--- config.mk ---
export PLATFORM = sky130hd
export DESIGN_NAME = flex_down_counter
export DESIGN_NICKNAME = d
export VERILOG_FILES = /design/src/rtl/flex_down_counter.sv
export SDC_FILE = /design/constraint.sdc
export NUM_CORES = 1
export LEC_CHECK = 0
export ABC_AREA = 0
export BUFFER_PORTS_ARGS = -buffer_cell sky130_fd_sc_hd__buf_2
export CAP_MARGIN = 20
export CORE_MARGIN = 2
export CORE_UTILIZATION = 40
export DETAILED_ROUTE_END_ITERATION = 12
export PLACE_DENSITY_LB_ADDON = 0.05
export SLEW_MARGIN = 25
export SYNTH_ARGS = -nofsm -noshare
export SYNTH_HDL_FRONTEND = slang
export SYNTH_SLANG_ARGS = --single-unit
--- constraint.sdc ---
create_clock -name clk -period 1.7 [get_ports clk]
set_input_delay 0.255 -clock clk [delete_from_list [all_inputs] [get_ports clk]]
set_output_delay 0.255 -clock clk [all_outputs]
set_load 0.02 [all_outputs]
--- src/rtl/flex_down_counter.sv ---
// Loadable down-counter/timer with one-shot and auto-reload modes.
// expire pulses for one cycle after a terminal decrement; done/busy decode the registered state.
module flex_down_counter #(
    parameter int NUM_CNT_BITS = 4
) (
    input  logic                    clk,
    input  logic                    rst,
    input  logic                    clear,
    input  logic                    load,
    input  logic [NUM_CNT_BITS-1:0] load_val,
    input  logic                    count_enable,
    input  logic                    reload_en,
    output logic [NUM_CNT_BITS-1:0] count_out,
    output logic                    expire,
    output logic                    done,
    output logic                    busy
);

    typedef enum logic [1:0] {
        IDLE    = 2'd0,
        RUN     = 2'd1,
        EXPIRED = 2'd2
    } state_t;

    localparam logic [NUM_CNT_BITS-1:0] CNT_ZERO = '0;
    localparam logic [NUM_CNT_BITS-1:0] CNT_ONE  = NUM_CNT_BITS'(1);

    state_t                  state_q,  state_d;
    logic [NUM_CNT_BITS-1:0] count_q,  count_d;
    logic [NUM_CNT_BITS-1:0] reload_q, reload_d;
    logic                    expire_q, expire_d;

    always_ff @(posedge clk) begin
        if (rst) begin
            state_q  <= IDLE;
            count_q  <= CNT_ZERO;
            reload_q <= CNT_ZERO;
            expire_q <= 1'b0;
        end else begin
            state_q  <= state_d;
            count_q  <= count_d;
            reload_q <= reload_d;
            expire_q <= expire_d;
        end
    end

    // Priority: clear > load > counting; count never decrements from 0 since RUN implies nonzero.
    always_comb begin
        state_d  = state_q;
        count_d  = count_q;
        reload_d = reload_q;
        expire_d = 1'b0;
        if (clear) begin
            state_d = IDLE;
            count_d = CNT_ZERO;
        end else if (load) begin
            count_d  = load_val;
            reload_d = load_val;
            state_d  = (load_val != CNT_ZERO) ? RUN : EXPIRED;
        end else begin
            unique case (state_q)
                RUN: begin
                    if (count_enable) begin
                        if (count_q == CNT_ONE) begin
                            expire_d = 1'b1;
                            if (reload_en) begin
                                count_d = reload_q;
                            end else begin
                                count_d = CNT_ZERO;
                                state_d = EXPIRED;
                            end
                        end else begin
                            count_d = count_q - CNT_ONE;
                        end
                    end
                end
                IDLE, EXPIRED: begin
                    state_d = state_q;
                end
                default: begin
                    state_d = IDLE;
                    count_d = CNT_ZERO;
                end
            endcase
        end
    end

    always_comb begin
        busy = (state_q == RUN);
        done = (state_q == EXPIRED);
    end

    assign count_out = count_q;
    assign expire    = expire_q;

endmodule

==> results.txt <==
----------------------------------------------------
[Drt]
  Routed length per placed instance ... 14.3 um
  Via/cell ratio ... 5.65
  DRT iter0 DRCs ... 6
  Number of detailed-route iterations in the first pass ... 4
  Final WL ... 1.52 mm
  Number of nets with antenna violations after routing ... 0
  Number of vias after detailed routing ... 599
  Remaining DRCs ... 0

[Clocking]
  Number of setup buffers added after CTS ... 0
  Hold bufs inserted after CTS ... 0
  TritonCTS buffer count ... 3
  Deepest clock path buffer count ... 2
  Clock tree from TritonCTS ... yes
  # resized after CTS ... 0
  CTS root buf ... sky130_fd_sc_hd__clkbuf_4
  Clock latency on the worst-skew pair ... 0.27 ns
  Clock-pin transition on the worst setup and hold timing paths ... 0.07 ns
  Clock tree sinks ... 11
  H-tree level count ... 1

[Critical path]
  Data arrival, critical path ... 1.78 ns
  Critical setup path kind ... register to register
  Worst-path cell chain ... inv_1, ha_1, or3b_4, o311ai_4, o2111a_1
  Worst reg-to-reg path cell count ... 5
  Startpoint of the most critical setup path ... count_out[1]$_SDFFE_PP0P_
  Crit path launch type ... register
  Launch point of the worst reg-to-reg path ... count_out[1]$_SDFFE_PP0P_
  Required time worst endpoint ... 1.92 ns
  Sort of element at the end of the critical path ... register
  Delay of the slowest critical-path stage ... 0.45 ns
  Path length in cells of the critical path ... 5
  Critical-path cell with the highest stage delay ... sky130_fd_sc_hd__or3b_4
  Worst r2r dst ... state_q[1]$_SDFFE_PP0P_
  Flop2flop setup slack ... 0.13 ns
  Crit path max fanout ... 7
  Worst Path Buf+Inv ... 1
  Cell family contributing the most delay on the critical path ... simple AND/OR/NAND/NOR gates

[Floorplan]
  Standard cell core area ... 1490 sq um
  Num rows ... 14
  Initial core utilization ... 42.5%
  Floorplan die height ... 43.8 um
  Overall die area ... 1920 sq um
  Die width ... 43.8 um
  Boundary pin count ... 17

[Placement]
  Pre-CTS setup slack ... 0.0681 ns
  RePlAce Congestion ... 0.813
  Number of I/O port buffers ... 16
  HPWL reported at the end of detailed placement ... 1.17 mm

[Finish]
  Antenna Cells ... 0
  Area delta synth->final ... 21.5%
  Multi-input gate area ... 382 sq um
  Reg area ... 220 sq um
  Net total in the final layout ... 103
  Layout cell share with drive strength beyond 1 ... 30.0%
  Number of fill cells ... 153

[STA]
  RSZ-0062 raised after global routing ... no
  Clock skew after layout ... 0.00108 ns
  Max Fclk ... 0.638 GHz
  Min Tclk post-route ... 1.57 ns
  Setup Total Neg Slack ... 0 ns
  Number of setup violations in the final report ... 0
  Worst rel slew slack ... 67.7%
  Final Slew Violations ... 0
  Post-Route Hold Slack ... 0.215 ns
  Share of the clock period used by the worst path ... 92.2%
  Worst path setup slack after routing ... 0.133 ns
  Pin slew with the least headroom to its limit ... 0.478 ns
  Hold Fails Final Rpt ... 0

[Flow run]
  # Max-Cap Violations ... 0

[Logic synthesis]
  Synth Cell Area ... 633 sq um
  Post-synthesis sequential area ratio ... 34.8%
  Number of standard cells after synthesis ... 69
  Net Count, Synth ... 81
  Distinct cell type count after synthesis ... 28
  Yosys warning total ... 0
  Seq cells post-synth ... 11
  Average size of a mapped cell ... 9.18 sq um

[Worst hold path]
  Class of the tightest hold or removal check ... input pin to register
  Destination of the worst hold path ... reload_q[2]$_SDFFE_PP0P_
  Worst Hold Depth ... 2
  Hold path startpoint ... rst

[Global route]
  GRT Overall Usage ... 18.6%
  Maximum number of pins on one net before global-route repair ... 10
  Vias in the first global route ... 585
  Global-route wire length before repair ... 2.56 mm
  Grt total ovfl ... 0
  Antenna violations before repair ... 0

[Power]
  Total chip power ... 557 uW
  Worst ir drop on vdd ... 0.458 mV
  Power density normalized to cell area ... 723 nW/um^2
  Static leakage power ... 0.336 nW

[Outcome]
  Run status ... completed

----------------------------------------------------
[cell usage after synthesis (all sizes together)]
cell type / count / area [sq um]
o21bai: 1 / 7.51
a211oi: 1 / 7.51
nand2: 1 / 3.75
nor2: 7 / 26.3
nand2b: 1 / 6.26
o32ai: 4 / 35.0
nand4: 1 / 6.26
nand3: 1 / 5.00
ha: 2 / 25.0
a31oi: 5 / 31.3
clkbuf: 1 / 3.75
buf: 1 / 11.3
o21ai: 3 / 15.0
mux2i: 6 / 60.1
or3b: 1 / 8.76
or4b: 1 / 10.0
and4b: 1 / 10.0
dfxtp: 11 / 220
nor2b: 3 / 18.8
inv: 5 / 18.8
o311ai: 1 / 26.3
o41ai: 1 / 8.76
a21oi: 2 / 10.0
or2: 1 / 6.26
nor3b: 1 / 7.51
o2111a: 1 / 11.3
and2: 5 / 32.5
[metrics by stage]
stage                     util (%)  std cells  cell area [sq um]
after global placement        49.7        102                741
after global routing          51.7        106                769
after detailed placement      49.7        102                741
after CTS                     51.5        106                767
final                         51.7        106                769
after floorplan                  -         69                633
[kinds of logic after synthesis]
logic type | share of synthesized area [%]
fa+ha+maj | 3.95
compound gates | 24.1
simple gates | 22.3
mux | 9.49
flops | 34.8
buf+inv | 5.34
[flip-flops by register name (all words and copies together) (netlist names)]
register and count:
count_out 4, reload_q 4, state_q 2, expire 1
[worst reg2reg max path, cell delays in order (launching register included)]
cell	delay [ns]
sky130_fd_sc_hd__dfxtp_1	0.35
sky130_fd_sc_hd__inv_1	0.09
sky130_fd_sc_hd__ha_1	0.19
sky130_fd_sc_hd__or3b_4	0.45
sky130_fd_sc_hd__o311ai_4	0.23
sky130_fd_sc_hd__o2111a_1	0.21
[layout make-up]
type                            instances  share of cell area, %
Clock buffer                            4                   3.41
Multi-Input combinational cell         51                   49.6
Inverter                                5                   2.44
Sequential cell                        11                   28.6
Tap cell                               16                   2.60
Timing Repair Buffer                   19                   13.3
[worst max-delay path by stage]
stage	end	slack (ns)
2_1_floorplan	state_q[1]$_SDFFE_PP0P_	0.05
3_3_place_gp	state_q[1]$_SDFFE_PP0P_	0.11
3_5_place_dp	count_out[1]$_SDFFE_PP0P_	0.07
4_1_cts	state_q[1]$_SDFFE_PP0P_	0.05
5_1_grt	count_out[1]$_SDFFE_PP0P_	0.04
6_report	state_q[1]$_SDFFE_PP0P_	0.13
[placed cells by master, fill, tap and decap left out, drive strengths merged]
cell and instances:
a211oi 1, a21oi 2, a31oi 5, and2 5, and4b 1, buf 19
clkbuf 4, dfxtp 11, ha 2, inv 5, mux2i 6, nand2 1
nand2b 1, nand3 1, nand4 1, nor2 7, nor2b 3, nor3b 1
o2111a 1, o21ai 3, o21bai 1, o311ai 1, o32ai 4, o41ai 1
or2 1, or3b 1, or4b 1
[per-layer routing]
metal | vias to the layer above | share of wire (%) | track usage (%)
met2 | 12 | 47 | 28.5
met3 | 4 | 4.1 | 5.42
met1 | 281 | 47 | 23.7
met4 | 0 | 1.8 | 9.09
met5 | - | 0 | 0
li1 | 302 | - | -
[power by group]
group          total, mW  leakage [nW]  switching, mW  internal [mW]
Clock              0.186        0.0150         0.0949         0.0909
Combinational     0.0946         0.231         0.0525         0.0421
Sequential         0.276        0.0897        0.00891          0.267
Total              0.557         0.336          0.156          0.400
No activity file was read; power rests on OpenSTA's default activity.
